File: config.mk
export PLATFORM = sky130hd
export DESIGN_NAME = rr_arbiter5
export DESIGN_NICKNAME = d
export VERILOG_FILES = /design/src/rtl/rr_arbiter5.sv
export SDC_FILE = /design/constraint.sdc
export NUM_CORES = 1
export LEC_CHECK = 0
export CAP_MARGIN = 5
export CORE_UTILIZATION = 25
export CTS_CLUSTER_DIAMETER = 50
export DETAILED_ROUTE_END_ITERATION = 10
export MAX_ROUTING_LAYER = met4
export SLEW_MARGIN = 20
export SYNTH_ARGS = -nofsm -noshare
export SYNTH_HDL_FRONTEND = slang
export SYNTH_SLANG_ARGS = --single-unit
File: constraint.sdc
create_clock -name clk -period 5.5 [get_ports clk]
set_input_delay 0.825 -clock clk [delete_from_list [all_inputs] [get_ports clk]]
set_output_delay 0.825 -clock clk [all_outputs]
set_load 0.1 [all_outputs]
File: src/rtl/rr_arbiter5.sv
// Five-way round-robin bus arbiter with a per-grant hold limit.
// Drives the one-hot grant, the mux5 select value and a busy flag.
module rr_arbiter5 #(
    parameter int unsigned MAX_HOLD = 4
) (
    input  logic       clk,
    input  logic       rst,
    input  logic [4:0] req,
    output logic [4:0] gnt,
    output logic [2:0] select,
    output logic       busy
);

    typedef enum logic {
        IDLE,
        GRANT
    } state_e;

    localparam logic [3:0] HOLD_LAST = 4'(MAX_HOLD - 1);

    state_e     state_q, state_d;
    logic [4:0] gnt_q,   gnt_d;
    logic [2:0] sel_q,   sel_d;
    logic [2:0] last_q,  last_d;
    logic [3:0] hold_q,  hold_d;

    logic       rr_found;
    logic [2:0] rr_idx;
    logic [2:0] cand;
    logic       take;

    // Search starts just after the last grant, so the current owner (== last)
    // is naturally examined last and only wins when nobody else is requesting.
    always_comb begin
        rr_found = 1'b0;
        rr_idx   = 3'd0;
        cand     = 3'd0;
        for (int i = 1; i <= 5; i++) begin
            cand = 3'((int'(last_q) + i) % 5);
            if (!rr_found && req[cand]) begin
                rr_found = 1'b1;
                rr_idx   = cand;
            end
        end
    end

    always_comb begin
        // NOTE: every combinational output gets a default first, so no path
        // through the case leaves a signal unassigned and no latch is inferred.
        state_d = state_q;
        gnt_d   = gnt_q;
        sel_d   = sel_q;
        last_d  = last_q;
        hold_d  = hold_q;
        take    = 1'b0;

        case (state_q)
            IDLE:  take = 1'b1;
            GRANT: begin
                if (req[sel_q] && (hold_q < HOLD_LAST)) begin
                    hold_d = hold_q + 4'd1;
                end else begin
                    take = 1'b1;
                end
            end
            default: take = 1'b1;
        endcase

        if (take) begin
            hold_d = 4'd0;
            if (rr_found) begin
                state_d = GRANT;
                gnt_d   = 5'b00001 << rr_idx;
                sel_d   = rr_idx;
                last_d  = rr_idx;
            end else begin
                // Select keeps its last value while idle.
                state_d = IDLE;
                gnt_d   = 5'b00000;
            end
        end
    end

    always_ff @(posedge clk or negedge rst) begin
        if (!rst) begin
            state_q <= IDLE;
            gnt_q   <= 5'b00000;
            sel_q   <= 3'd0;
            last_q  <= 3'd4;
            hold_q  <= 4'd0;
        end else begin
            // NOTE: state registers use non-blocking assignments so every
            // flop samples the pre-edge values, independent of statement order.
            state_q <= state_d;
            gnt_q   <= gnt_d;
            sel_q   <= sel_d;
            last_q  <= last_d;
            hold_q  <= hold_d;
        end
    end

    assign gnt    = gnt_q;
    assign select = sel_q;
    assign busy   = |gnt_q;

endmodule

==> out/metrics.yaml, run 1 <==
worst_setup_path:
  required_ns: 5.68
  crit_type: "flop to flop"
  cp_slowest_stage_delay_ns: 0.48
  crit_path_cell_trace: "inv_1 -> ha_1 -> ha_1 -> nor3b_1 -> o31a_1 -> xnor2_1 -> inv_1 -> ha_1 -> nor2b_1 -> or3_1 -> o311a_1 -> a31o_2 -> o32a_1 -> or3_4 -> o32a_1 -> o311a_4 -> nor2_4 -> a22o_1"
  crit_top_cell: "ha_1"
  slowest_stage: "dfrtp_1"
  crit_path_start_kind: "flop"
  critPathCaptureType: "flop"
  worstPathMaxFanout: 11
  worst_ep_arrival_time_ns: 5.02
routing:
  postRouteWirelength_um: 7100
  drc: 0
  wl_per_cell_um: 15.0
  ant_nets: 0
  vias: 2580
  viasPerCell: 5.47
  dr.pass1.iters: 5
  drtIter0Drc: 209
clock_network:
  post-cts-setup-buffers: 0
  numCtsBuffers: 3
  tritoncts: "built"
  cts.sinks: 14
  ctsResizeCount: 0
  root_buffer: "clkbuf_8"
  insertion_delay_ns: 0.24
  cts-hold-fix-buffers: 0
  cts_buffer_depth: 2
  htreeDepth: 1
  path_clk_slew_ns: 0.06
sta:
  post-route-min-period_ns: 4.85
  fmax_ghz: 0.206
  final.setup.tns_ns: 0
  maxSlewHeadroom_pct: 31.4
  worst_clock_skew_ns: 0.00428
  rsz0062_at_grt: "false"
  hold_viol_final: 0
  drv_slew: 0
  worst-slew-pin-transition_ns: 1.02
  fin_crit_sh_pct: 88.1
  final-setup-viol-count: 0
place:
  gp_congestion: 0.853
  dp_hpwl_um: 5380
  place_area_um2: 2830
  io_buffers: 15
floorplan:
  start_util_pct: 26.0
  die_w_um: 103
  die-area_um2: 10700
  die_h_um: 103
  num_io_pins: 16
  num_rows: 36
  core_area_um2: 9860
logic_synthesis:
  ys.flop_type: "dfrtp_1"
  synthCells: 335
  muxShareOfSynthArea_pct: 5.86
  synthDistinctLibCells: 73
  yosysSeqAreaShare_pct: 13.7
  synth-edff-count: 0
  synth_area_leaders: "dfrtp_1 13%, ha_1 12%, nand2_1 4.7%"
  synth_xor_area_share_pct: 4.44
  async_flop_share_pct: 100
  synth_compound_area_share_pct: 30.1
  synth_top_family_by_area: "compound AO/OA/AOI/OAI gates"
  yosysWarnings: 0
  synthAdderAreaFrac_pct: 12.2
  synth_top_area_share_pct: 12.7
  syn_area_per_cell_um2: 7.65
  yosysTopAreaCell: "dfrtp_1"
  netlist_area_um2: 2560
  ys_ff_latch: 14
  synth-simple-area-share_pct: 26.4
finish:
  postLayoutCellArea_um2: 2880
  area_growth_pct: 12.5
  fin_nets: 372
  fin_util_pct: 29.2
  layout_commonest_cell: "nand2_1"
  diodes: 0
  final_cell_mix: "32 x nand2_1, 25 x ha_1, 20 x nor2_1, 15 x clkdlybuf4s50_1"
  drive_above_1_share_pct: 10.9
run:
  max_cap_viol_count: 0
global_route:
  grt_pass1_wl_um: 11700
  grt.overflow.total: 0
  grt_max_degree: 36
  grtUsageTotal_pct: 14.0
  grt_pass1_vias: 2412
  antenna_found_initial: 0
outcome:
  status: "completed"
worst_hold_path:
  hp-class: "flop to flop"
path summary, 6_finish.rpt:
kind | from | to | slack (ns) | depth (start not counted)
max | select[0]$_DFFE_PN0P_ | gnt[2]$_DFFE_PN0P_ | 0.65 | 18
min | hold_q[0]$_DFFE_PN0P_ | hold_q[0]$_DFFE_PN0P_ | 0.44 | 1
max reg2reg | select[0]$_DFFE_PN0P_ | gnt[2]$_DFFE_PN0P_ | 0.65 | 18
min reg2reg | hold_q[0]$_DFFE_PN0P_ | hold_q[0]$_DFFE_PN0P_ | 0.44 | 1
max in group asynchronous | rst | gnt[0]$_DFFE_PN0P_ | 4.06 | 1
min in group asynchronous | rst | hold_q[0]$_DFFE_PN0P_ | 1.00 | 1
stage by stage:
step                      hold WS, ns  instances  worst slack [ns]
final                           0.435        472             0.654
after global routing            0.470        472             0.379
after CTS                       0.440        472             0.673
after detailed placement        0.432        468             0.725
after global placement          0.424        468             0.866
after floorplan                 0.410        336            0.0368
cells by family (layout without fill, tap and decap cells):
| family | after synthesis | count (layout) |
|---|---|---|
| compound gates | 102 | 102 |
| buf+inv | 40 | 43 |
| simple gates | 127 | 127 |
| xor+xnor | 13 | 13 |
| flops | 14 | 14 |
| mux | 13 | 13 |
| other cells | 1 | 2 |
| fa+ha+maj | 25 | 25 |
critical path, delay by kind of cell (launching register included):
family                   cells  cell delay (ns)
AO/OA/AOI/OAI                7             1.73
AND/OR/NAND/NOR              5             1.24
adder cells (fa/ha/maj)      3             0.85
flip-flops                   1             0.48
buffers and inverters        2             0.29
XOR/XNOR                     1             0.18
registers in the layout, summed over array words and instances (netlist names):
register	flops
gnt	5
hold_q	4
select	3
last_q	1
state_q	1
metal layers:
layer	share of wire (%)	wire length, um	track usage (%)	vias to the layer above
met3	4.5	318	1.08	10
met2	47	3360	23.1	81
li1	-	-	-	1252
met4	1.6	114	3.36	0
met5	0	0	-	-
met1	47	3310	18.6	1237
cells in the mapped netlist (3+ instances only):
library cell	n
a211o_1	4
a211oi_1	4
a21o_1	5
a21oi_1	13
a22o_1	4
a22oi_1	4
a31o_2	4
a31oi_1	4
a32oi_1	4
and2_1	5
and3_1	4
buf_2	5
buf_4	3
clkbuf_1	13
dfrtp_1	13
ha_1	25
inv_1	12
mux2_2	6
mux2i_1	6
nand2_1	32
nand2b_1	9
nand3_1	8
nand4_1	7
nor2_1	20
nor2b_1	7
nor3_1	8
nor3b_1	6
nor4_1	5
o211ai_1	9
o21a_1	3
o21ai_0	13
o21ai_1	3
o32a_1	3
or2_2	3
or3_1	3
xnor2_1	11
layout make-up:
cell class | count | area, um^2
Fill cell | 1054 | 6980
Multi-Input combinational cell | 282 | 2040
Sequential cell | 14 | 352
Timing Repair Buffer | 24 | 218
Tap cell | 133 | 166
Inverter | 15 | 56.3
Clock buffer | 4 | 55.1
Power of run 1 is not shown: default switching activity piles up to over one toggle a cycle in this logic, so the estimate is an artifact.
==> run 2: changes to the inputs <==
--- a/config.mk
+++ b/config.mk
@@ -9,6 +9,7 @@
 export CORE_UTILIZATION = 25
 export CTS_CLUSTER_DIAMETER = 50
 export DETAILED_ROUTE_END_ITERATION = 10
+export GPL_TIMING_DRIVEN = 0
 export MAX_ROUTING_LAYER = met4
 export SLEW_MARGIN = 20
 export SYNTH_ARGS = -nofsm -noshare
==> run 2 against run 1 <==
Compared with the run above:
- critical path depth rose by 3
- sequential share of layout area is 0.27 points lower
- final cell count increased by 2.8%
- via count up 3.1%
- register-to-register slack got worse by 0.34 ns
- non-clock buffer count grew 13
- wire length up 1.9%
- global-route usage grew 0.75 points
- utilization up 0.77 points
- flip-flop and latch count unchanged
- fmax is 6.5% lower
- count of clock-buffer cells in the layout did not move
==> out/metrics.yaml, run 2 (synthesis results as in run 1) <==
finish:
  postLayoutCellArea_um2: 2960
  diodes: 0
  final_cell_mix: "32 x nand2_1, 23 x ha_1, 20 x nor2_1, 13 x a21oi_1, 13 x o21ai_0"
  area_growth_pct: 15.5
  fillers: 1062
  final-seq-area_um2: 353
  largest_reg_flops: 5
  layout_commonest_cell: "nand2_1"
  fin_nets: 385
  drive_above_1_share_pct: 13.9
  multi_input_area_um2: 2050
floorplan:
  num_io_pins: 16
  die-area_um2: 10700
  die_w_um: 103
  core_area_um2: 9860
  die_h_um: 103
  num_rows: 36
  start_util_pct: 26.0
sta:
  worst-slew-pin-transition_ns: 0.971
  fin_crit_sh_pct: 94.2
  maxSlewHeadroom_pct: 35.1
  rsz0062_at_grt: "false"
  fmax_ghz: 0.193
  drv_slew: 0
  hold_viol_final: 0
  final-setup-viol-count: 0
  worst_clock_skew_ns: 0.00319
  post-route-min-period_ns: 5.18
clock_network:
  cts_buffer_depth: 2
  path_clk_slew_ns: 0.06
  htreeDepth: 1
  tritoncts: "built"
  cts.sinks: 14
  cts-hold-fix-buffers: 0
  numCtsBuffers: 3
  root_buffer: "clkbuf_8"
  insertion_delay_ns: 0.25
worst_setup_path:
  critPathCaptureType: "flop"
  crit_type: "flop to flop"
  cp_slowest_stage_delay_ns: 0.40
  worstPathMaxFanout: 19
  slowest_stage: "dfrtp_2"
  required_ns: 5.69
  worst_ep_arrival_time_ns: 5.37
  r2r_cells: 21
  crit_path_start_kind: "flop"
  crit_path_cell_trace: "buf_6 -> clkbuf_4 -> clkbuf_8 -> inv_1 -> ha_2 -> ha_2 -> o31ai_4 -> o31a_1 -> xnor2_2 -> inv_1 -> ha_1 -> nor2b_1 -> or3_1 -> o311a_1 -> a31o_2 -> o32a_1 -> or3_4 -> o32a_1 -> o311a_4 -> nor2_4 -> a22o_1"
  reg2reg_slack_ns: 0.32
place:
  dp_hpwl_um: 5560
  gp_congestion: 0.863
  io_buffers: 12
  place_area_um2: 2850
global_route:
  grt_pass1_vias: 2519
  globalRouteMet2Util_pct: 24.1
  antenna_found_initial: 0
  grt_pass1_wl_um: 12100
  grt.overflow.total: 0
  busiest_layer: "met2"
  met3_usage_pct: 1.61
  grt_max_degree: 15
  grt_util_met1_pct: 19.0
  grtUsageTotal_pct: 14.8
worst_hold_path:
  hp-class: "flop to flop"
  hold_path_depth: 1
routing:
  ant_nets: 0
  wl_per_cell_um: 14.9
  dr.pass1.iters: 5
  viasPerCell: 5.48
  postRouteWirelength_um: 7230
  vias: 2660
  drtIter0Drc: 156
  drc: 0
run:
  max_cap_viol_count: 0
outcome:
  status: "completed"
## run 2: cell types whose count changed in the layout (fill, tap and decap cells not counted), moves of 3 or more
| cell | change |
|---|---|
| clkbuf_1 | +8 |
| buf_6 | +3 |
| clkdlybuf4s50_1 | -3 |
| buf_4 | -6 |
| buf_2 | +5 |
## run 2: repair_timing
item	in CTS	in global routing
endpoints found under the setup margin	10	9
buffers inserted	1	0
resized for setup	12	8
## run 2: critical path: cells and delay by family, from the launching register on
family          cells  cell delay (ns)
buf+inv             5             0.89
compound gates      8             1.91
simple gates        4             0.94
xor+xnor            1             0.15
fa+ha+maj           3             0.81
flops               1             0.40
## run 2: final cells by class
| class | count | share of cell area, % |
|---|---|---|
| Timing Repair Buffer | 13 | 4.31 |
| Inverter | 15 | 1.94 |
| Clock buffer | 4 | 1.86 |
| Buffer | 24 | 4.95 |
| Sequential cell | 14 | 11.9 |
| Multi-Input combinational cell | 282 | 69.4 |
| Tap cell | 133 | 5.62 |
## run 2: per-stage QoR
step	std cells	worst slack (ns)	hold WS [ns]	setup TNS, ns	util [%]
after global routing	485	0.0405	0.452	0	30.0
final	485	0.319	0.442	0	30.0
after floorplan	336	0.0368	0.410	0	-
after CTS	486	0.0326	0.443	0	29.8
after detailed placement	481	-1.36	0.434	-11.42	28.9
after global placement	481	-1.38	0.421	-11.60	28.9
## run 2: path summary, 6_finish.rpt
path	from	endpoint
hold / removal	hold_q[0]$_DFFE_PN0P_	hold_q[0]$_DFFE_PN0P_
hold reg to reg	hold_q[0]$_DFFE_PN0P_	hold_q[0]$_DFFE_PN0P_
min in group asynchronous	rst	gnt[0]$_DFFE_PN0P_
setup reg to reg	select[0]$_DFFE_PN0P_	gnt[2]$_DFFE_PN0P_
setup / recovery	select[0]$_DFFE_PN0P_	gnt[2]$_DFFE_PN0P_
max in group asynchronous	rst	select[0]$_DFFE_PN0P_
## run 2: layer usage
layer  share of wire (%)  wire length (um)  up-vias
met2                  46              3360       91
met4                 2.4               170        0
met5                   0                 0        -
met3                 5.3               381       15
met1                  46              3320     1266
li1                    -                 -     1288
Power of run 2 is left out for the same reason.
